<file path="config.mk">
export PLATFORM = sky130hd
export DESIGN_NAME = ili_bus_ctrl_flat
export DESIGN_NICKNAME = d
export VERILOG_FILES = /design/src/rtl/ili_pkg.sv /design/src/rtl/ili_bus_ctrl_if.sv /design/src/rtl/ili_sync_fifo.sv /design/src/rtl/ili_bus_ctrl.sv /design/src/flat_wrapper.sv
export SDC_FILE = /design/constraint.sdc
export NUM_CORES = 1
export LEC_CHECK = 0
export ABC_AREA = 1
export BUFFER_PORTS_ARGS = -buffer_cell sky130_fd_sc_hd__clkbuf_2
export CELL_PAD_IN_SITES_DETAIL_PLACEMENT = 1
export CELL_PAD_IN_SITES_GLOBAL_PLACEMENT = 1
export CORE_MARGIN = 3
export CORE_UTILIZATION = 30
export CTS_CLUSTER_DIAMETER = 40
export DETAILED_ROUTE_END_ITERATION = 6
export GPL_TIMING_DRIVEN = 0
export PLACE_DENSITY = 0.55
export SLEW_MARGIN = 20
export SYNTH_ARGS = -nofsm -noshare
export SYNTH_HDL_FRONTEND = slang
export SYNTH_SLANG_ARGS = --single-unit
</file>
<file path="constraint.sdc">
create_clock -name clk -period 7.3 [get_ports clk]
set_input_delay 1.46 -clock clk [delete_from_list [all_inputs] [get_ports clk]]
set_output_delay 1.46 -clock clk [all_outputs]
set_load 0.1 [all_outputs]
</file>
<file path="src/rtl/ili_pkg.sv">
// Shared definitions for the ILI9341 8080-bus write sequencer:
// register map, status bit positions, FSM states and FIFO entry view.
package ili_pkg;

  localparam logic [1:0] ADDR_CMD    = 2'd0;
  localparam logic [1:0] ADDR_DATA   = 2'd1;
  localparam logic [1:0] ADDR_CTRL   = 2'd2;
  localparam logic [1:0] ADDR_TIMING = 2'd3;

  localparam int ST_BUSY    = 0;
  localparam int ST_FULL    = 1;
  localparam int ST_EMPTY   = 2;
  localparam int ST_OVF     = 3;
  localparam int ST_RST     = 4;
  localparam int ST_CNT_LSB = 8;

  localparam int MAX_DATA_W = 32;

  typedef enum logic [1:0] {
    IDLE,
    SETUP,
    WR_LOW,
    WR_HIGH
  } ili_state_e;

  typedef struct packed {
    logic                  rs;
    logic [MAX_DATA_W-1:0] data;
  } ili_entry_t;

endpackage

</file>
<file path="src/rtl/ili_bus_ctrl_if.sv">
// Avalon-MM slave bundle for ili_bus_ctrl.
// address/chipselect/write_n/writedata in, readdata out (zero wait).
interface ili_bus_ctrl_if;
  logic [1:0]  address;
  logic        chipselect;
  logic        write_n;
  logic [31:0] writedata;
  logic [31:0] readdata;

  modport master (
    output address, chipselect, write_n, writedata,
    input  readdata
  );

  modport slave (
    input  address, chipselect, write_n, writedata,
    output readdata
  );
endinterface

</file>
<file path="src/rtl/ili_sync_fifo.sv">
// Single-clock show-ahead FIFO; push to full is ignored by this block.
// Ports: clk, reset_n, push/wdata, pop/rdata, count, full, empty.
module ili_sync_fifo #(
  parameter int DEPTH = 16,
  parameter int W     = 17
) (
  input  logic                   clk,
  input  logic                   reset_n,
  input  logic                   push,
  input  logic [W-1:0]           wdata,
  input  logic                   pop,
  output logic [W-1:0]           rdata,
  output logic [$clog2(DEPTH):0] count,
  output logic                   full,
  output logic                   empty
);
  localparam int AW = $clog2(DEPTH);

  logic [W-1:0]  mem [DEPTH];
  logic [AW-1:0] wr_ptr;
  logic [AW-1:0] rd_ptr;
  logic          do_push;
  logic          do_pop;

  assign full    = (count == (AW+1)'(DEPTH));
  assign empty   = (count == '0);
  assign do_push = push && !full;
  assign do_pop  = pop && !empty;
  assign rdata   = mem[rd_ptr];

  always_ff @(posedge clk) begin
    if (do_push) mem[wr_ptr] <= wdata;
  end

  always_ff @(posedge clk or negedge reset_n) begin
    if (!reset_n) begin
      wr_ptr <= '0;
      rd_ptr <= '0;
      count  <= '0;
    end else begin
      if (do_push) wr_ptr <= wr_ptr + 1'b1;
      if (do_pop)  rd_ptr <= rd_ptr + 1'b1;
      unique case ({do_push, do_pop})
        2'b10:   count <= count + 1'b1;
        2'b01:   count <= count - 1'b1;
        default: count <= count;
      endcase
    end
  end
endmodule

</file>
<file path="src/rtl/ili_bus_ctrl.sv">
// Avalon-MM slave sequencing ILI9341 8080 write strobes from a FIFO.
// Ports: clk, reset_n, avs (bus), lcd_cs_n/rs/wr_n/rd_n/data pins;
// lcd_rst_n exists only with ILI_BUS_CTRL_RESET_PIN_EN defined.
module ili_bus_ctrl
  import ili_pkg::*;
#(
  parameter int FIFO_DEPTH = 16,
  parameter int DATA_W     = 16,
  parameter int TLOW_RST   = 1,
  parameter int THIGH_RST  = 1
) (
  input  logic              clk,
  input  logic              reset_n,
  ili_bus_ctrl_if.slave     avs,
  output logic              lcd_cs_n,
  output logic              lcd_rs,
  output logic              lcd_wr_n,
  output logic              lcd_rd_n,
  output logic [DATA_W-1:0] lcd_data
`ifdef ILI_BUS_CTRL_RESET_PIN_EN
  ,
  output logic              lcd_rst_n
`endif
);
  localparam int CW = $clog2(FIFO_DEPTH) + 1;

  ili_state_e        state, next_state;
  logic              wr_en, push, pop;
  logic              ctrl_wr, tim_wr;
  logic [DATA_W:0]   fifo_wd, fifo_rd;
  logic [CW-1:0]     fifo_cnt;
  logic              fifo_full, fifo_empty;
  ili_entry_t        head;
  logic [3:0]        tlow_q, thigh_q;
  logic [3:0]        cnt_q, hi_q;
  logic              rs_q;
  logic [DATA_W-1:0] data_q;
  logic              ovf_q;
  logic              rst_pin;
  logic              busy;
  logic              unused_bits;

  assign wr_en   = avs.chipselect && !avs.write_n;
  assign push    = wr_en &&
                   (avs.address == ADDR_CMD ||
                    avs.address == ADDR_DATA);
  assign ctrl_wr = wr_en && (avs.address == ADDR_CTRL);
  assign tim_wr  = wr_en && (avs.address == ADDR_TIMING);
  assign fifo_wd = {avs.address == ADDR_DATA,
                    avs.writedata[DATA_W-1:0]};

  ili_sync_fifo #(
    .DEPTH (FIFO_DEPTH),
    .W     (DATA_W + 1)
  ) u_fifo (
    .clk     (clk),
    .reset_n (reset_n),
    .push    (push),
    .wdata   (fifo_wd),
    .pop     (pop),
    .rdata   (fifo_rd),
    .count   (fifo_cnt),
    .full    (fifo_full),
    .empty   (fifo_empty)
  );

  always_comb begin
    head                   = '0;
    head.rs                = fifo_rd[DATA_W];
    head.data[DATA_W-1:0]  = fifo_rd[DATA_W-1:0];
  end

  always_ff @(posedge clk or negedge reset_n) begin
    if (!reset_n) state <= IDLE;
    else          state <= next_state;
  end

  always_comb begin
    next_state = state;
    unique case (state)
      IDLE:    if (!fifo_empty) next_state = SETUP;
      SETUP:   next_state = WR_LOW;
      WR_LOW:  if (cnt_q == '0) next_state = WR_HIGH;
      WR_HIGH: begin
        if (cnt_q == '0)
          next_state = fifo_empty ? IDLE : SETUP;
      end
      default: next_state = IDLE;
    endcase
  end

  always_comb begin
    lcd_cs_n = (state == IDLE);
    lcd_wr_n = (state != WR_LOW);
    lcd_rd_n = 1'b1;
    lcd_rs   = rs_q;
    lcd_data = data_q;
    pop      = (state == SETUP);
    busy     = (state != IDLE) || !fifo_empty;
  end

  // The head is captured on the edge that enters SETUP so the
  // pins carry valid data for the whole SETUP cycle.
  always_ff @(posedge clk or negedge reset_n) begin
    if (!reset_n) begin
      rs_q   <= 1'b1;
      data_q <= '0;
      cnt_q  <= '0;
      hi_q   <= '0;
    end else begin
      if (next_state == SETUP) begin
        rs_q   <= head.rs;
        data_q <= head.data[DATA_W-1:0];
      end
      unique case (state)
        SETUP: begin
          cnt_q <= tlow_q;
          hi_q  <= thigh_q;
        end
        WR_LOW:  cnt_q <= (cnt_q == '0) ? hi_q : cnt_q - 1'b1;
        WR_HIGH: if (cnt_q != '0) cnt_q <= cnt_q - 1'b1;
        default: cnt_q <= cnt_q;
      endcase
    end
  end

  always_ff @(posedge clk or negedge reset_n) begin
    if (!reset_n) begin
      tlow_q  <= 4'(TLOW_RST);
      thigh_q <= 4'(THIGH_RST);
      ovf_q   <= 1'b0;
    end else begin
      if (tim_wr) begin
        tlow_q  <= avs.writedata[3:0];
        thigh_q <= avs.writedata[7:4];
      end
      if (push && fifo_full)
        ovf_q <= 1'b1;
      else if (ctrl_wr && avs.writedata[ST_OVF])
        ovf_q <= 1'b0;
    end
  end

`ifdef ILI_BUS_CTRL_RESET_PIN_EN
  always_ff @(posedge clk or negedge reset_n) begin
    if (!reset_n)     rst_pin <= 1'b0;
    else if (ctrl_wr) rst_pin <= avs.writedata[ST_RST];
  end
  assign lcd_rst_n = rst_pin;
`else
  assign rst_pin = 1'b0;
`endif

  always_comb begin
    avs.readdata = '0;
    unique case (avs.address)
      ADDR_CTRL: begin
        avs.readdata[ST_BUSY]          = busy;
        avs.readdata[ST_FULL]          = fifo_full;
        avs.readdata[ST_EMPTY]         = fifo_empty;
        avs.readdata[ST_OVF]           = ovf_q;
        avs.readdata[ST_RST]           = rst_pin;
        avs.readdata[ST_CNT_LSB +: 8]  = 8'(fifo_cnt);
      end
      ADDR_TIMING: avs.readdata[7:0] = {thigh_q, tlow_q};
      default:     avs.readdata = '0;
    endcase
  end

  assign unused_bits = &{1'b0, avs.writedata, head};
endmodule

</file>
<file path="src/flat_wrapper.sv">
// flat-port wrapper written by rule: the top's interface ports become plain ports
module ili_bus_ctrl_flat import ili_pkg::*;
#(
  parameter int FIFO_DEPTH = 16,
  parameter int DATA_W     = 16,
  parameter int TLOW_RST   = 1,
  parameter int THIGH_RST  = 1
)
  (clk, reset_n, lcd_cs_n, lcd_rs, lcd_wr_n, lcd_rd_n, lcd_data, avs_address, avs_chipselect, avs_write_n, avs_writedata, avs_readdata);
  ili_bus_ctrl_if avs_i ();
  input  logic clk;
  input  logic reset_n;
  output logic lcd_cs_n;
  output logic lcd_rs;
  output logic lcd_wr_n;
  output logic lcd_rd_n;
  output logic [DATA_W-1:0] lcd_data;
  input wire logic [$bits(avs_i.address)-1:0] avs_address;
  input wire logic [$bits(avs_i.chipselect)-1:0] avs_chipselect;
  input wire logic [$bits(avs_i.write_n)-1:0] avs_write_n;
  input wire logic [$bits(avs_i.writedata)-1:0] avs_writedata;
  output wire logic [$bits(avs_i.readdata)-1:0] avs_readdata;
  assign avs_i.address = avs_address;
  assign avs_i.chipselect = avs_chipselect;
  assign avs_i.write_n = avs_write_n;
  assign avs_i.writedata = avs_writedata;
  assign avs_readdata = avs_i.readdata;
  ili_bus_ctrl #(.FIFO_DEPTH(FIFO_DEPTH), .DATA_W(DATA_W), .TLOW_RST(TLOW_RST), .THIGH_RST(THIGH_RST)) u_core (.clk(clk), .reset_n(reset_n), .avs(avs_i), .lcd_cs_n(lcd_cs_n), .lcd_rs(lcd_rs), .lcd_wr_n(lcd_wr_n), .lcd_rd_n(lcd_rd_n), .lcd_data(lcd_data));
endmodule
</file>
Word-level counts from Yosys, hierarchy flattened
Memory sizes are Yosys's and may differ from the RTL's. A register that Yosys moved wholly into a read port is not among the register bits.
Cells that the tools add are included.
- flip-flop bits (word level): 32
- memory bits (writable): 272
- bits of input ports: 38
- output and inout port bits: 52
- memories: 1
- memories (name ; depth ; width ; read ports ; clocked after memory_dff ; wr ports ; line ; source):
    u_core.u_fifo.mem ; 16 ; 17 ; 1 ; 1 ; 1 ; ili_sync_fifo.sv:19 ; logic [W-1:0] mem [DEPTH];
- add/sub/neg operators: 5
- equality and inequality tests: 12
- multiplexer cells: 16
- reductions and logical operators: 24
- operators with widths (operator ; count):
    one-hot mux 5 bit (2 select lines) ; 2
    one-hot mux 4 bit (3 select lines) ; 1
    equality test 2 bit, second input constant ; 5
    adder 4 x 1 -> 4 bit, second input constant ; 2
    equality test 2 x 1 -> 1 bit, second input constant ; 4
    logical AND 1 bit ; 8
    2-to-1 mux 4 bit ; 2
    one-hot mux 2 bit (4 select lines) ; 1
    2-to-1 mux 2 bit ; 3
    nonzero test 2 bit ; 3
    adder 5 x 1 -> 5 bit, second input constant ; 1
    equality test 5 bit, second input constant ; 1
    zero test 5 bit ; 1
    2-to-1 mux 1 bit ; 5
    2-to-1 mux 5 bit ; 1
    subtractor 5 x 1 -> 5 bit, second input constant ; 1
    zero test 1 bit ; 4
    zero test 2 bit ; 2
    zero test 4 bit ; 1
    nonzero test 4 bit ; 1
    subtractor 4 x 1 -> 4 bit, second input constant ; 1
    2-to-1 mux 3 bit ; 1
    nonzero test 3 bit ; 1
    logical OR 1 bit ; 2
    other kinds (3) ; 3

Logic depth before layout (Yosys ltp)
- depth in word-level cells: 6
- depth in mapped cells: 17

Hierarchy
From an unflattened synthesis, not the netlist that was laid out.
- cell total of the unflattened synthesis: 1431
- area total of the unflattened synthesis: 14177.3 um^2
- modules (own cells, without submodules) (module ; times used ; cells an instance ; area an instance (um^2)):
    ili_sync_fifo ; 1 ; 1180 ; 12249.2
    ili_bus_ctrl ; 1 ; 251 ; 1928.1

Worst setup path after synthesis
Ideal clock, no wire load.
- path kind: input to output
- start point: input avs_address[0]
- end point: output avs_readdata[2]
- data arrival time: 3.824 ns
- data required time: 5.840 ns
- path slack: 2.016 ns
- cell stages on the path: 3
- buffers on the path: 0
- cells stage by stage: inv_1 -> nand2_1 -> o21ai_0
- longest elaborated chain between the ends: 2
- ends and longest elaborated chain (item ; line ; source):
    start, declared ; flat_wrapper.sv:18 ; input wire logic [$bits(avs_i.address)-1:0] avs_address;
    equality test 2 bit ; ili_bus_ctrl.sv:156 ; unique case (avs.address)
    one-hot mux 5 bit (2 select lines) (*) ; ili_bus_ctrl.sv:156 ;
    end, declared ; flat_wrapper.sv:22 ; output wire logic [$bits(avs_i.readdata)-1:0] avs_readdata;
Every way passes the cells marked *; elsewhere a longest branch is shown, timed or not.

Worst setup path after layout
Ends and elaborated chain as after synthesis.

==> results.toml <==
[timing]
hold_violations = 0
rsz0062_at_grt = "no"
skew_ns = 0.01326
finalCritPeriodShare_pct = 55.69
finalMaxSlewViolations = 0
setup_viol = 0
slew_headroom_pct = 35.45
period_needed_ns = 4.065
fin_setup_tns_ns = 0
setup_ws_ns = 3.235
fmax_mhz = 246.0
tightest_slew_ns = 0.9673

[yosys]
synthCells = 1453
synth_edf_count = 272
synthTopCellsByArea = "edfxtp_1 57%, nand2_1 12%, dfrtp_1 8.0%"
yosysTopAreaCellShare_pct = 56.85
synth_warnings = 0
yosysMostFrequentCell = "nand2_1"
yosysSeqAreaShare_pct = 65.42
syn_avg_cell_area_sq_um = 9.887
ys_seq_elements = 321
yosys-top-cells-count = "468 x nand2_1, 272 x edfxtp_1, 241 x inv_1, 213 x nand3_1, 46 x dfrtp_1"
yosys_most_used_dff = "edfxtp_1"
synth-async-reset-ratio_pct = 15.26
synth_area_leader_cell = "edfxtp_1"
synthDistinctLibCells = 33
synth_area_sq_mm = 0.01437

[route]
drtIter0Drc = 606
route.detailed.drc = 0
via_count = 10420
firstDrtPassIters = 4
routedWlPerCell_um = 20.17
routed_wl_um = 45760
antenna_left = 0
post_drt_via_cell_ratio = 4.592

[power_and_ir_drop]
power.leakage_uw = 0.007924
ir_worst_vdd_mv = 0.1943
total_power_uw = 7417
powerDensity_mw_per_mm2 = 418.1

[clock_network]
root_buffer = "clkbuf_16"
cts_resized = 0
cts_tree = "built"
h-tree-depth = 2
postCtsSetupRepairBufs = 0
clock_latency_ns = 0.59
numClockSinks = 321
cts.clk_slew.worst_paths_ns = 0.05
cts_buffer_depth = 3
cts_buffers = 56
holdBufCountCts = 0

[floorplanning]
die_h_um = 224.8
die_area_sq_mm = 0.05055
fp.coreArea_sq_mm = 0.04695
ios = 90
initial_core_util_pct = 30.60
rows = 79
dieWidth_um = 224.8

[global_route]
grt_pass1_vias = 10892
globalRoute.totalOverflow = 0
grt_pass1_wl_um = 68230
grt_max_degree = 40
grt_usage_pct = 18.33
antenna_found_initial = 0

[min_path]
hold_path_end = "u_core.lcd_rs"
hold_class = "register to register"
min_delay_path_depth = 2
hp-start = "u_core.lcd_rs"

[setup_path]
worst_r2r_path_depth = 17
critPathArrivalTime_ns = 2.61
worstPathRequired_ns = 5.84
worstSetupEndpointType = "output port"
path_cells = "clkbuf_2 > inv_1 > nand2_1 > o21ai_0 > clkbuf_2"
max_stage_delay_ns = 0.50
rr_startpoint = "u_core.u_fifo.count[0]"
slowest_stage = "clkbuf_2"
r2r_slack_ns = 4.54
worstSetupPathType = "primary input to output port"
start_kind = "primary input"
cp_common_cell = "clkbuf_2"
critical_path.max_fanout = 10
r2r-end = "u_core.u_fifo.count[4]"

[layout]
drive_gt1_share_pct = 17.16
fin_nets = 1667
fillerInstances = 5258
area_growth_pct = 23.48

[placed_design]
io_buffer_count = 53
post-place-ws_ns = 3.221
dpl.hpwl_um = 32250
gp_congestion = 0.8251

[status]
outcome = "complete, no violations"

[run]
cap_violations = 0
## layer usage
layer / GRT usage [%] / routed length, um / vias up
met5: 0 / 0 / -
met4: 6.561 / 1382 / 0
met3: 2.676 / 1602 / 81
met2: 30.66 / 21610 / 197
met1: 24.37 / 21170 / 5184
li1: - / - / 4958
## how the worst max path moves through the flow
stage,startpoint,endpoint
after floorplan,avs_address[0],avs_readdata[2]
after global placement,avs_chipselect,u_core.u_fifo.mem[8][12]
after detailed placement,avs_address[0],avs_readdata[2]
after CTS,avs_address[0],avs_readdata[2]
after global routing,avs_address[0],avs_readdata[2]
final,avs_address[0],avs_readdata[2]
## power by group
part	switching, uW	internal (uW)	total, uW	leakage, uW
combinational	1950	606	2560	0.00399
sequential	95.5	2150	2250	0.00303
clock	902	1710	2610	0.000896
## stage by stage
| step | std cells | util [%] | hold WS, ns | area, sq um |
|---|---|---|---|---|
| 6_report | 2269 | 37.78 | 0.4752 | 17740 |
| 5_1_grt | 2268 | 37.78 | 0.4960 | 17740 |
| 4_1_cts | 2268 | 37.78 | 0.4766 | 17740 |
| 3_5_place_dp | 2168 | 33.80 | 0.4642 | 15870 |
| 3_3_place_gp | 2131 | 32.92 | 0.4622 | 15460 |
| 2_1_floorplan | 1471 | - | 0.4534 | 14430 |
## critical path, delay by kind of cell
family	cells	cell delay [ns]
and+or+nand+nor	1	0.20
AOI/OAI and AO/OA	1	0.28
buffers and inverters	3	0.66
## state kept, by name (all words and copies together) (netlist names)
name                  flops
u_core.u_fifo.mem       272
u_core.lcd_data          16
u_core.u_fifo.count       5
u_core.cnt_q              4
u_core.hi_q               4
u_core.thigh_q            4
u_core.tlow_q             4
u_core.u_fifo.rd_ptr      4
u_core.u_fifo.wr_ptr      4
u_core.state              2
u_core.lcd_rs             1
u_core.ovf_q              1
## logic make-up after synthesis
group | share of synthesized area (%)
multiplexers | 0.07838
AND/OR/NAND/NOR | 21.76
XOR/XNOR | 0.6707
buffers and inverters | 9.929
flip-flops | 65.42
AO/OA/AOI/OAI | 1.228
other | 0.05228
adder cells (fa/ha/maj) | 0.8709
## cell usage in the layout (no fill, tap or decap), types with 9 or more instances in the layout
| master | count |
|---|---|
| clkbuf_2 | 52 |
| dfrtp_1 | 46 |
| nor2_1 | 29 |
| inv_2 | 13 |
| clkbuf_16 | 57 |
| conb_1 | 20 |
| buf_4 | 50 |
| o21ai_0 | 14 |
| inv_1 | 241 |
| buf_2 | 41 |
| buf_6 | 11 |
| nor3_2 | 16 |
| edfxtp_1 | 272 |
| nand3_1 | 213 |
| nand2_1 | 468 |
| xor2_1 | 9 |
| clkbuf_1 | 21 |
| ha_1 | 10 |
## layout make-up
type	instances	area [sq um]	share of cell area [%]
Antenna cell	1	2.502	0.01411
Buffer	81	460.4	2.596
Clock buffer	67	1474	8.309
Clock inverter	33	391.6	2.208
Inverter	256	965.9	5.445
Multi-Input combinational cell	813	3692	20.81
Sequential cell	321	9398	52.98
Tap cell	607	759.5	4.281
Timing Repair Buffer	90	595.6	3.357
Note: power is estimated with default switching activity, not from simulation.
